## config.mk

```make
export PLATFORM = sky130hd
export DESIGN_NAME = easy_cpu_core_flat
export DESIGN_NICKNAME = d
export VERILOG_FILES = /design/src/rtl/easy_cpu_core_if.sv /design/src/rtl/easy_cpu_core.sv /design/src/flat_wrapper.sv
export SDC_FILE = /design/constraint.sdc
export NUM_CORES = 2
export LEC_CHECK = 0
export BUFFER_PORTS_ARGS = -buffer_cell sky130_fd_sc_hd__buf_2
export CORE_MARGIN = 2
export CORE_UTILIZATION = 55
export DETAILED_ROUTE_END_ITERATION = 8
export GPL_TIMING_DRIVEN = 0
export MAX_ROUTING_LAYER = met4
export PLACE_DENSITY = 0.78
export SKIP_LAST_GASP = 1
export SYNTH_ARGS = -nofsm -noshare
export SYNTH_HDL_FRONTEND = slang
export SYNTH_SLANG_ARGS = --single-unit
```

## constraint.sdc

```tcl
create_clock -name clk -period 15.1 [get_ports clk]
set_clock_uncertainty 0.1 [all_clocks]
set_input_delay 3.02 -clock clk [delete_from_list [all_inputs] [get_ports clk]]
set_output_delay 3.02 -clock clk [all_outputs]
set_load 0.005 [all_outputs]
```

## src/rtl/easy_cpu_core_if.sv

```systemverilog
// easy_cpu_core_if: bus bundle between the easy CPU core and its environment.
//   code_addr  : PC, word address of the instruction being fetched (core -> ROM)
//   code_valid : code_data valid for code_addr this cycle, 0 = stall (ROM -> core)
//   code_data  : 32-bit instruction word (ROM -> core)
//   mem_req    : data access request, held until mem_ack (core -> RAM)
//   mem_we     : 1 = write, 0 = read, valid while mem_req (core -> RAM)
//   mem_addr   : data access address (core -> RAM)
//   mem_wdata  : write data (core -> RAM)
//   mem_ack    : access done, read data valid this cycle (RAM -> core)
//   mem_rdata  : read data (RAM -> core)
//   halted     : core stopped by HALT (core -> system)
// Modports: master = core side, slave = ROM/RAM/system side.
interface easy_cpu_core_if #(
   parameter int unsigned XLEN = 32,
   parameter int unsigned PC_W = 16,
   parameter int unsigned AW   = 32
);
   logic [PC_W-1:0] code_addr;
   logic            code_valid;
   logic [31:0]     code_data;
   logic            mem_req;
   logic            mem_we;
   logic [AW-1:0]   mem_addr;
   logic [XLEN-1:0] mem_wdata;
   logic            mem_ack;
   logic [XLEN-1:0] mem_rdata;
   logic            halted;

   modport master (
      output code_addr,
      input  code_valid,
      input  code_data,
      output mem_req,
      output mem_we,
      output mem_addr,
      output mem_wdata,
      input  mem_ack,
      input  mem_rdata,
      output halted
   );

   modport slave (
      input  code_addr,
      output code_valid,
      output code_data,
      input  mem_req,
      input  mem_we,
      input  mem_addr,
      input  mem_wdata,
      output mem_ack,
      output mem_rdata,
      input  halted
   );
endinterface

```

## src/rtl/easy_cpu_core.sv

```systemverilog
// easy_cpu_core: multi-cycle easy CPU core with stallable instruction fetch, req/ack data
// memory with arbitrary wait states, register jump and HALT.
// Ports:
//   clk : clock, rising edge
//   rst : asynchronous, active-low reset
//   bus : easy_cpu_core_if.master (code fetch, data memory handshake, halted flag)
// Parameters: XLEN (>=32, multiple of 16), NREG (power of 2, 2..16), PC_W, AW.
// Optional feature: define EASY_CPU_MUL_EN to enable ALU fn12 (multiply, low XLEN bits).
module easy_cpu_core #(
   parameter int unsigned XLEN = 32,
   parameter int unsigned NREG = 16,
   parameter int unsigned PC_W = 16,
   parameter int unsigned AW   = 32
) (
   input logic             clk,
   input logic             rst,
   easy_cpu_core_if.master bus
);
   localparam int unsigned RW = (NREG > 1) ? $clog2(NREG) : 1;
   localparam int unsigned SW = $clog2(XLEN);
   localparam logic [XLEN-1:0] XLEN_VAL = XLEN'(XLEN);

   typedef enum logic [1:0] {StRun, StMem, StHalt} state_e;

   state_e          state_q, state_d;
   logic [PC_W-1:0] pc_q, pc_d;
   logic [XLEN-1:0] rf_q [NREG];
   logic [RW-1:0]   dest_q, dest_d;
   logic            req_q, req_d;
   logic            we_q, we_d;
   logic [AW-1:0]   addr_q, addr_d;
   logic [XLEN-1:0] wdata_q, wdata_d;
   logic            halted_q, halted_d;

   logic            rf_we;
   logic [RW-1:0]   rf_widx;
   logic [XLEN-1:0] rf_wdata;

   // Instruction fields; register indices take the low bits (index mod NREG).
   logic [2:0]      op;
   logic [4:0]      fn;
   logic [RW-1:0]   rd, ra, rb;
   logic [15:0]     imm;
   logic [XLEN-1:0] rd_val, ra_val, rb_val;
   logic [XLEN-1:0] alu_res;
   logic            alu_wr;
   logic            unused_bits;

   assign op     = bus.code_data[31:29];
   assign fn     = bus.code_data[28:24];
   assign rd     = bus.code_data[20 +: RW];
   assign ra     = bus.code_data[16 +: RW];
   assign rb     = bus.code_data[12 +: RW];
   assign imm    = bus.code_data[19:4];
   assign rd_val = rf_q[rd];
   assign ra_val = rf_q[ra];
   assign rb_val = rf_q[rb];
   assign unused_bits = ^bus.code_data[3:0];

   always_comb begin
      alu_res = rd_val;
      alu_wr  = 1'b1;
      case (fn)
         5'd0:  alu_res[15:0]  = imm;
         5'd1:  alu_res[31:16] = imm;
         5'd2:  alu_res = ra_val + rb_val;
         5'd3:  alu_res = ra_val - rb_val;
         5'd4:  alu_res = ra_val | rb_val;
         5'd5:  alu_res = ra_val & rb_val;
         5'd6:  alu_res = ~ra_val;
         // Full-width amount compare so huge shift counts give 0 rather than wrapping.
         5'd7:  alu_res = (rb_val >= XLEN_VAL) ? '0 : (ra_val << rb_val[SW-1:0]);
         5'd8:  alu_res = (rb_val >= XLEN_VAL) ? '0 : (ra_val >> rb_val[SW-1:0]);
         5'd9:  alu_res = {{(XLEN-1){1'b0}}, (ra_val > rb_val)};
         5'd10: alu_res = {{(XLEN-1){1'b0}}, (ra_val < rb_val)};
         5'd11: alu_res = {{(XLEN-1){1'b0}}, ($signed(ra_val) < $signed(rb_val))};
`ifdef EASY_CPU_MUL_EN
         5'd12: alu_res = ra_val * rb_val;
`endif
         default: alu_wr = 1'b0;
      endcase
   end

   always_comb begin
      state_d  = state_q;
      pc_d     = pc_q;
      dest_d   = dest_q;
      req_d    = req_q;
      we_d     = we_q;
      addr_d   = addr_q;
      wdata_d  = wdata_q;
      halted_d = halted_q;
      rf_we    = 1'b0;
      rf_widx  = rd;
      rf_wdata = alu_res;
      case (state_q)
         StRun: begin
            if (bus.code_valid) begin
               pc_d = pc_q + 1'b1;
               case (op)
                  3'd0: if (rd_val != '0) pc_d = pc_q + PC_W'(2);
                  3'd1: rf_we = alu_wr;
                  3'd2: begin
                     addr_d  = AW'(rd_val);
                     we_d    = 1'b0;
                     req_d   = 1'b1;
                     dest_d  = ra;
                     state_d = StMem;
                  end
                  3'd3: begin
                     addr_d  = AW'(rd_val);
                     wdata_d = ra_val;
                     we_d    = 1'b1;
                     req_d   = 1'b1;
                     state_d = StMem;
                  end
                  3'd4: pc_d = PC_W'(rd_val);
                  3'd7: begin
                     pc_d     = pc_q;
                     halted_d = 1'b1;
                     state_d  = StHalt;
                  end
                  default: ;
               endcase
            end
         end
         StMem: begin
            // Request fields stay untouched until the ack; code_valid is not looked at here.
            if (bus.mem_ack) begin
               if (!we_q) begin
                  rf_we    = 1'b1;
                  rf_widx  = dest_q;
                  rf_wdata = bus.mem_rdata;
               end
               req_d   = 1'b0;
               state_d = StRun;
            end
         end
         StHalt: ;
         default: state_d = StHalt;
      endcase
   end

   always_ff @(posedge clk or negedge rst) begin
      if (!rst) begin
         state_q  <= StRun;
         pc_q     <= '0;
         dest_q   <= '0;
         req_q    <= 1'b0;
         we_q     <= 1'b0;
         addr_q   <= '0;
         wdata_q  <= '0;
         halted_q <= 1'b0;
         for (int i = 0; i < NREG; i++) rf_q[i] <= '0;
      end else begin
         state_q  <= state_d;
         pc_q     <= pc_d;
         dest_q   <= dest_d;
         req_q    <= req_d;
         we_q     <= we_d;
         addr_q   <= addr_d;
         wdata_q  <= wdata_d;
         halted_q <= halted_d;
         if (rf_we) rf_q[rf_widx] <= rf_wdata;
      end
   end

   assign bus.code_addr = pc_q;
   assign bus.mem_req   = req_q;
   assign bus.mem_we    = we_q;
   assign bus.mem_addr  = addr_q;
   assign bus.mem_wdata = wdata_q;
   assign bus.halted    = halted_q;
endmodule

```

## src/flat_wrapper.sv

```systemverilog
// flat-port wrapper written by rule: the top's interface ports become plain ports
module easy_cpu_core_flat 
#(
   parameter int unsigned XLEN = 32,
   parameter int unsigned NREG = 16,
   parameter int unsigned PC_W = 16,
   parameter int unsigned AW   = 32
)
  (clk, rst, bus_code_addr, bus_code_valid, bus_code_data, bus_mem_req, bus_mem_we, bus_mem_addr, bus_mem_wdata, bus_mem_ack, bus_mem_rdata, bus_halted);
  easy_cpu_core_if #(.XLEN(XLEN), .PC_W(PC_W), .AW(AW)) bus_i ();
  input logic clk;
  input logic rst;
  output wire logic [$bits(bus_i.code_addr)-1:0] bus_code_addr;
  input wire logic [$bits(bus_i.code_valid)-1:0] bus_code_valid;
  input wire logic [$bits(bus_i.code_data)-1:0] bus_code_data;
  output wire logic [$bits(bus_i.mem_req)-1:0] bus_mem_req;
  output wire logic [$bits(bus_i.mem_we)-1:0] bus_mem_we;
  output wire logic [$bits(bus_i.mem_addr)-1:0] bus_mem_addr;
  output wire logic [$bits(bus_i.mem_wdata)-1:0] bus_mem_wdata;
  input wire logic [$bits(bus_i.mem_ack)-1:0] bus_mem_ack;
  input wire logic [$bits(bus_i.mem_rdata)-1:0] bus_mem_rdata;
  output wire logic [$bits(bus_i.halted)-1:0] bus_halted;
  assign bus_code_addr = bus_i.code_addr;
  assign bus_i.code_valid = bus_code_valid;
  assign bus_i.code_data = bus_code_data;
  assign bus_mem_req = bus_i.mem_req;
  assign bus_mem_we = bus_i.mem_we;
  assign bus_mem_addr = bus_i.mem_addr;
  assign bus_mem_wdata = bus_i.mem_wdata;
  assign bus_i.mem_ack = bus_mem_ack;
  assign bus_i.mem_rdata = bus_mem_rdata;
  assign bus_halted = bus_i.halted;
  easy_cpu_core #(.XLEN(XLEN), .NREG(NREG), .PC_W(PC_W), .AW(AW)) u_core (.clk(clk), .rst(rst), .bus(bus_i));
endmodule
```

* After elaboration in Yosys (flattened, before gate mapping)
Cells that the tools add are included.
Widths: inputs -> output; s select.
** Operators by class
- Equality and inequality tests :: 22
- $add $sub $neg :: 4
- Shifts and indexed selects :: 2
- Muxes and demuxes :: 39
- Magnitude comparators :: 9
- Bitwise operators :: 9
- Reductions and logical operators :: 18
** Operators with widths (number)
- $bwmux 512 :: 1
- $bmux 32 s4 :: 3
- $mux 32 :: 12
- $pmux 16 s11 :: 1
- $pmux 16 s9 :: 1
- $demux 32 s4 :: 1
- $lt 32x32->1 :: 2
- $pmux 16 s3 :: 1
- $add 32x32->32 :: 1
- $and 32x32->32 :: 1
- $ge 32x6->1 const B :: 1
- $gt 32x32->1 :: 1
- $not 32->32 :: 1
- $or 32x32->32 :: 1
- $reduce_bool 32->1 :: 1
- $shl 32x5->32 :: 1
- $shr 32x5->32 :: 1
- $sub 32x32->32 :: 1
- $eq 5x3->1 const B :: 4
- $eq 5x4->1 const B :: 4
- $ge 5x5->1 const B :: 4
- $not 4->5 :: 4
- $reduce_and 3->1 :: 6
- $add 16x1->16 const B :: 1
- other kinds (28) :: 48
** Storage, ports and cells
- Input port bits :: 68
- Logic and storage cells :: 127
- Register bits after elaboration :: 601
- Output and inout bits :: 83

* Depth between registers and ports, before layout
- Word-level depth :: 11
- Gate-level depth with buffers :: 24

* Least setup slack after synthesis
Ideal clock, no wire load.
- Kind :: input port to flip-flop
- Start :: input port bus_code_data[14]
- End :: register u_core.rf_q[279] (netlist name)
- Slack :: 6.692 ns
- Required time :: 14.871 ns
- Arrival :: 8.178 ns
- Cell stages on the path :: 21
- Setup time :: 0.129 ns
- Cell sequence :: buf_2 > buf_1 > clkbuf_1 > mux4_2 > a221oi_1 > buf_2 > buf_2 > buf_2 > ha_1 > buf_2 > a21oi_1 > o22ai_1 > a31o_2 > o31ai_1 > o41ai_1 > xnor2_1 > a221o_1 > or3b_1 > o21ai_1 > buf_2 > o31ai_1
** On the way
- Cells in the longest elaborated chain, start to end :: 11
** Ends and longest elaborated chain
- from (decl) :: RTL line flat_wrapper.sv:15 : input wire logic [$bits(bus_i.code_data)-1:0] bus_code_data;
- $not 4->5 (implied by the code) (*) :: RTL line easy_cpu_core.sv:57 : assign rb_val = rf_q[rb];
- $bmux 32 s4 (*) :: RTL line easy_cpu_core.sv:57
- $mux 32 (implied by the code) (*) (2 in series) :: RTL line easy_cpu_core.sv:57
- $ge 32x6->1, or another cell as far along :: RTL line easy_cpu_core.sv:72, easy_cpu_core.sv:73
- $mux 32 (on tied branches) :: RTL line easy_cpu_core.sv:73, easy_cpu_core.sv:72
- $pmux 16 s9 (*) :: RTL line easy_cpu_core.sv:63 : case (fn)
- $mux 32 :: RTL line easy_cpu_core.sv:130 : if (!we_q) begin
- $mux 32 :: RTL line easy_cpu_core.sv:129 : if (bus.mem_ack) begin
- $mux 32 (*) :: RTL line easy_cpu_core.sv:96 : case (state_q)
- $bwmux 512 (*) :: RTL line easy_cpu_core.sv:164 : if (rf_we) rf_q[rf_widx] <= rf_wdata;
- to (signal, indexed assignment) :: RTL line easy_cpu_core.sv:164
- to (decl) :: RTL line easy_cpu_core.sv:27 : logic [XLEN-1:0] rf_q [NREG];
Every way passes the cells marked *; elsewhere a longest branch is shown, timed or not. The select of a mux whose other input is x is not followed.
A chain may end at the register's enable or synchronous reset.

* Worst setup path after layout
- Start :: input port bus_code_data[14]
- End :: register u_core.rf_q[237] (netlist name)
** On the way
- Cells in the longest elaborated chain, start to end :: 11
** Ends and longest elaborated chain (RTL line)
- $not 4->5 (implied by the code) (*) :: easy_cpu_core.sv:57
- $bmux 32 s4 (*) :: easy_cpu_core.sv:57
- $mux 32 (implied by the code) (*) (2 in series) :: easy_cpu_core.sv:57
- $ge 32x6->1, or another cell as far along :: easy_cpu_core.sv:72, easy_cpu_core.sv:73
- $mux 32 (on tied branches) :: easy_cpu_core.sv:73, easy_cpu_core.sv:72
- $pmux 16 s11 (*) :: easy_cpu_core.sv:63
- $mux 32 :: easy_cpu_core.sv:130
- $mux 32 :: easy_cpu_core.sv:129
- $mux 32 (*) :: easy_cpu_core.sv:96
- $bwmux 512 (*) :: easy_cpu_core.sv:164
Marks and branches as above.

==> key figures <==
Timing
  • Final Setup Violations: 0
  • Final Max Tran Viols: approximately 140
  • Tcrit/Tclk final: between 70% and 80%
  • Max_slew headroom: -12.37%
  • RSZ-0062 raised after global routing: false
  • Minimum clock period: 11.91 ns
  • Hold Vio Cnt, Final: 0
  • Worst slew pin tran: approximately 1.7 ns
  • FMAX: 83.97 MHz
  • Hold_ws: 0.3717 ns

Routing
  • DRC: 0
  • Iteration-0 DRC Markers: 7918
  • Final antenna-violating net count: 0
  • DR pass1 iterations: 7
  • WL/cell: 43.37 um
  • Routed Wire Length: between 200 and 250 mm
  • Total number of vias: 42919
  • Via/cell ratio: 8.084

Worst setup path
  • Worst path required time: 15.52 ns
  • Worst path arrival time: ~12 ns
  • CP Class: input pin to flip-flop
  • Critical Path Fanout Max: 11
  • FF-to-FF End: u_core.rf_q[237]
  • R2r startpoint: u_core.rf_q[99]
  • CP Launch Point: bus_code_data[14]
  • CP Depth: 20
  • Max stage delay on crit path: 1.02 ns
  • Most frequent CP cell: buf_2
  • Worst r2r path cells: 18
  • CP endpoint: u_core.rf_q[237]
  • Startpoint Class: input pin
  • Worst path cell trace: buf_2 > buf_1 > clkbuf_1 > mux4_2 > a221oi_1 > buf_2 > buf_2 > buf_2 > ha_1 > buf_2 > nor3_1 > nand2_1 > a21o_1 > a31oi_1 > o22ai_1 > xnor2_1 > a221oi_1 > a21oi_1 > buf_2 > mux2_2
  • WP buf/inv: 8
  • CP Capture Type: flip-flop
  • Reg-to-reg slack, setup: 6.85 ns
  • CP top delay family: buffers and inverters
  • CP max-delay cell: clkbuf_1

Hold path
  • Worst hold path type: flip-flop to flip-flop
  • Hold Crit Start: u_core.bus.halted

Final layout
  • Layout Utilization: a little over 60%
  • FILL cells: 6439
  • Design area: 0.04951 mm2
  • Nets: 4352
  • Area grow syn2layout: 10.87%
  • Most frequent cells in the layout: dfrtp_1, mux4_2, mux2_2
  • Commonest non-fill, non-tap cell in the layout: dfrtp_1
  • Layout Cells excl Fill: between 5000 and 6000
  • Layout cell share with drive strength beyond 1: between 30% and 40%

Synth
  • FF+latch count, synth: 601
  • Synthesized area per cell: 11.30 um2
  • Distinct cells, synth: 99
  • Sequential-to-total area share from yosys stat: 33.68%
  • Cells after Synth: 3952
  • Ys async rst share: 100.0%
  • Number of synthesis warnings: 0
  • Net Count, Synth: about 4100
  • Area leader, netlist: dfrtp_1
  • Synth Flop Type: dfrtp_1
  • EDFF count, synth: 0
  • Top post-synthesis cells by area: dfrtp_1, mux4_2, mux2_2
  • Top-area cell type share of the netlist area: 33.68%
  • Mapped cell area: 0.04466 mm2

CTS
  • Bufs on Longest Clock Path: 3
  • CTS clk-pin slew, worst paths: 0.06 ns
  • CTS tree: done
  • Htree depth: 3
  • TritonCTS Buffers: about 70
  • Clk root buf: clkbuf_16
  • Post-CTS resize count: 0
  • Post-CTS Hold Buffers: 0
  • Clk_lat worst skew: 0.66 ns
  • Post-CTS setup repair buffer count: 0
  • Clock Sinks: 601

Placement
  • HPWL Detailed: 166.2 mm
  • Dpl cells: 5159
  • Placer Congestion: 1.200
  • Post-placement cell area: 0.04692 mm2
  • Port Buffer Count: 137

GRT
  • Antenna violations before repair: 13
  • First-pass GRT wire length: 316.8 mm
  • Tot GR Track Use: 56.84%
  • Vias in the first global route: 40992
  • Grt ovf: 0
  • Largest net degree at the start of global routing: between 100 and 150

Floorplanning
  • Die width: a little under 300 um
  • I/O pins: 151
  • Core ar.: 0.08042 mm2
  • Die Y-Extent: 289.0 um
  • Starting Density: between 50% and 60%
  • Rows: 104
  • DIE AREA: 0.08350 mm2

Status
  • Violated checks: capacitance limit, slew limit
  • Status: finished, violations left

Flow run
  • Max Cap Viol: 10

Power and ir drop
  • Maximum vdd drop: 0.1109 mV
  • Total power: a little under 5 mW
  • Pwr/cell area: 100.4 mW/mm2
  • Leakage: 21.38 nW
## metal layers
| metal | track usage [%] | share of wire [%] |
|---|---|---|
| met1 | 63.24 | 32 |
| met4 | 48.57 | 11 |
| met2 | 74.38 | 40 |
| met3 | 29.30 | 17 |
| met5 | - | 0 |
## metrics by stage
stage                     setup TNS, ns  setup slack [ns]
after floorplan                       0             6.692
after global placement          -911.95            -1.615
after detailed placement              0             3.249
after CTS                             0             3.898
after global routing                  0             3.486
final                                 0             3.190
## cell usage after synthesis, types with 28 or more instances
| library cell | instances |
|---|---|
| dfrtp_1 | 601 |
| mux4_2 | 415 |
| mux2_2 | 387 |
| nand2_1 | 274 |
| nor2_1 | 252 |
| clkbuf_1 | 209 |
| o21ai_0 | 197 |
| a21oi_1 | 181 |
| mux2i_1 | 131 |
| ha_1 | 103 |
| inv_1 | 92 |
| buf_2 | 85 |
| a31oi_1 | 64 |
| a221oi_1 | 59 |
| a22oi_1 | 56 |
| o22ai_1 | 50 |
| o211ai_1 | 48 |
| a22o_1 | 43 |
| o31ai_1 | 43 |
| nor3_1 | 41 |
| nand3_1 | 40 |
| o21a_1 | 33 |
| buf_1 | 30 |
| a221oi_2 | 28 |
| xnor2_1 | 28 |
## worst min path at each step
stage                              endpoint  cells after the start  slack (ns)
after global routing      u_core.bus.halted                      1        0.40
after global placement    u_core.state_q[0]                      1        0.35
after CTS                 u_core.bus.halted                      1        0.38
after detailed placement  u_core.bus.halted                      1        0.36
after floorplan           u_core.state_q[0]                      1        0.33
final                     u_core.bus.halted                      1        0.37
## where the power goes
group	switching (mW)	total, mW	internal (mW)
Combinational	0.835	1.28	0.440
Sequential	0.122	1.83	1.71
Clock	0.782	1.87	1.08
Total	1.74	4.97	3.23
## cell type report
class,instances,area [um2],share of cell area [%]
Antenna cell,15,37.54,0.07581
Buffer,363,1700,3.434
Clock buffer,91,1962,3.962
Clock inverter,37,505.5,1.021
Inverter,105,394.1,0.7960
Multi-Input combinational cell,2883,27580,55.71
Sequential cell,601,15040,30.37
Tap cell,1060,1326,2.679
Timing Repair Buffer,154,964.7,1.948
## registers in the layout, indices dropped and copies added, names as in the netlist
name                  count
u_core.state_q            2
u_core.bus.code_addr     16
u_core.bus.mem_we         1
u_core.bus.mem_wdata     32
u_core.bus.halted         1
u_core.bus.mem_req        1
u_core.rf_q             512
u_core.dest_q             4
u_core.bus.mem_addr      32
## worst reg2reg max path, stage by stage, from the launching register on
cell	delay (ns)
dfrtp_1	0.45
mux4_2	0.59
a22o_1	0.26
a221oi_1	0.80
buf_2	0.41
buf_2	0.36
buf_2	0.45
ha_1	0.32
buf_2	0.18
nor3_1	0.50
nand2_1	0.16
a21o_1	0.27
a31oi_1	0.41
o22ai_1	0.20
xnor2_1	0.25
a221oi_1	1.02
a21oi_1	0.70
buf_2	0.40
mux2_2	0.29
## cells by family after synthesis
kind of cell | after synthesis | synth area share, %
AO/OA/AOI/OAI | 1023 | 16.22
XOR/XNOR | 34 | 0.6668
flip-flops | 601 | 33.68
buffers and inverters | 468 | 4.653
AND/OR/NAND/NOR | 778 | 7.940
adder cells (fa/ha/maj) | 105 | 2.975
multiplexers | 943 | 33.87
No activity file was read; power rests on OpenSTA's default activity.
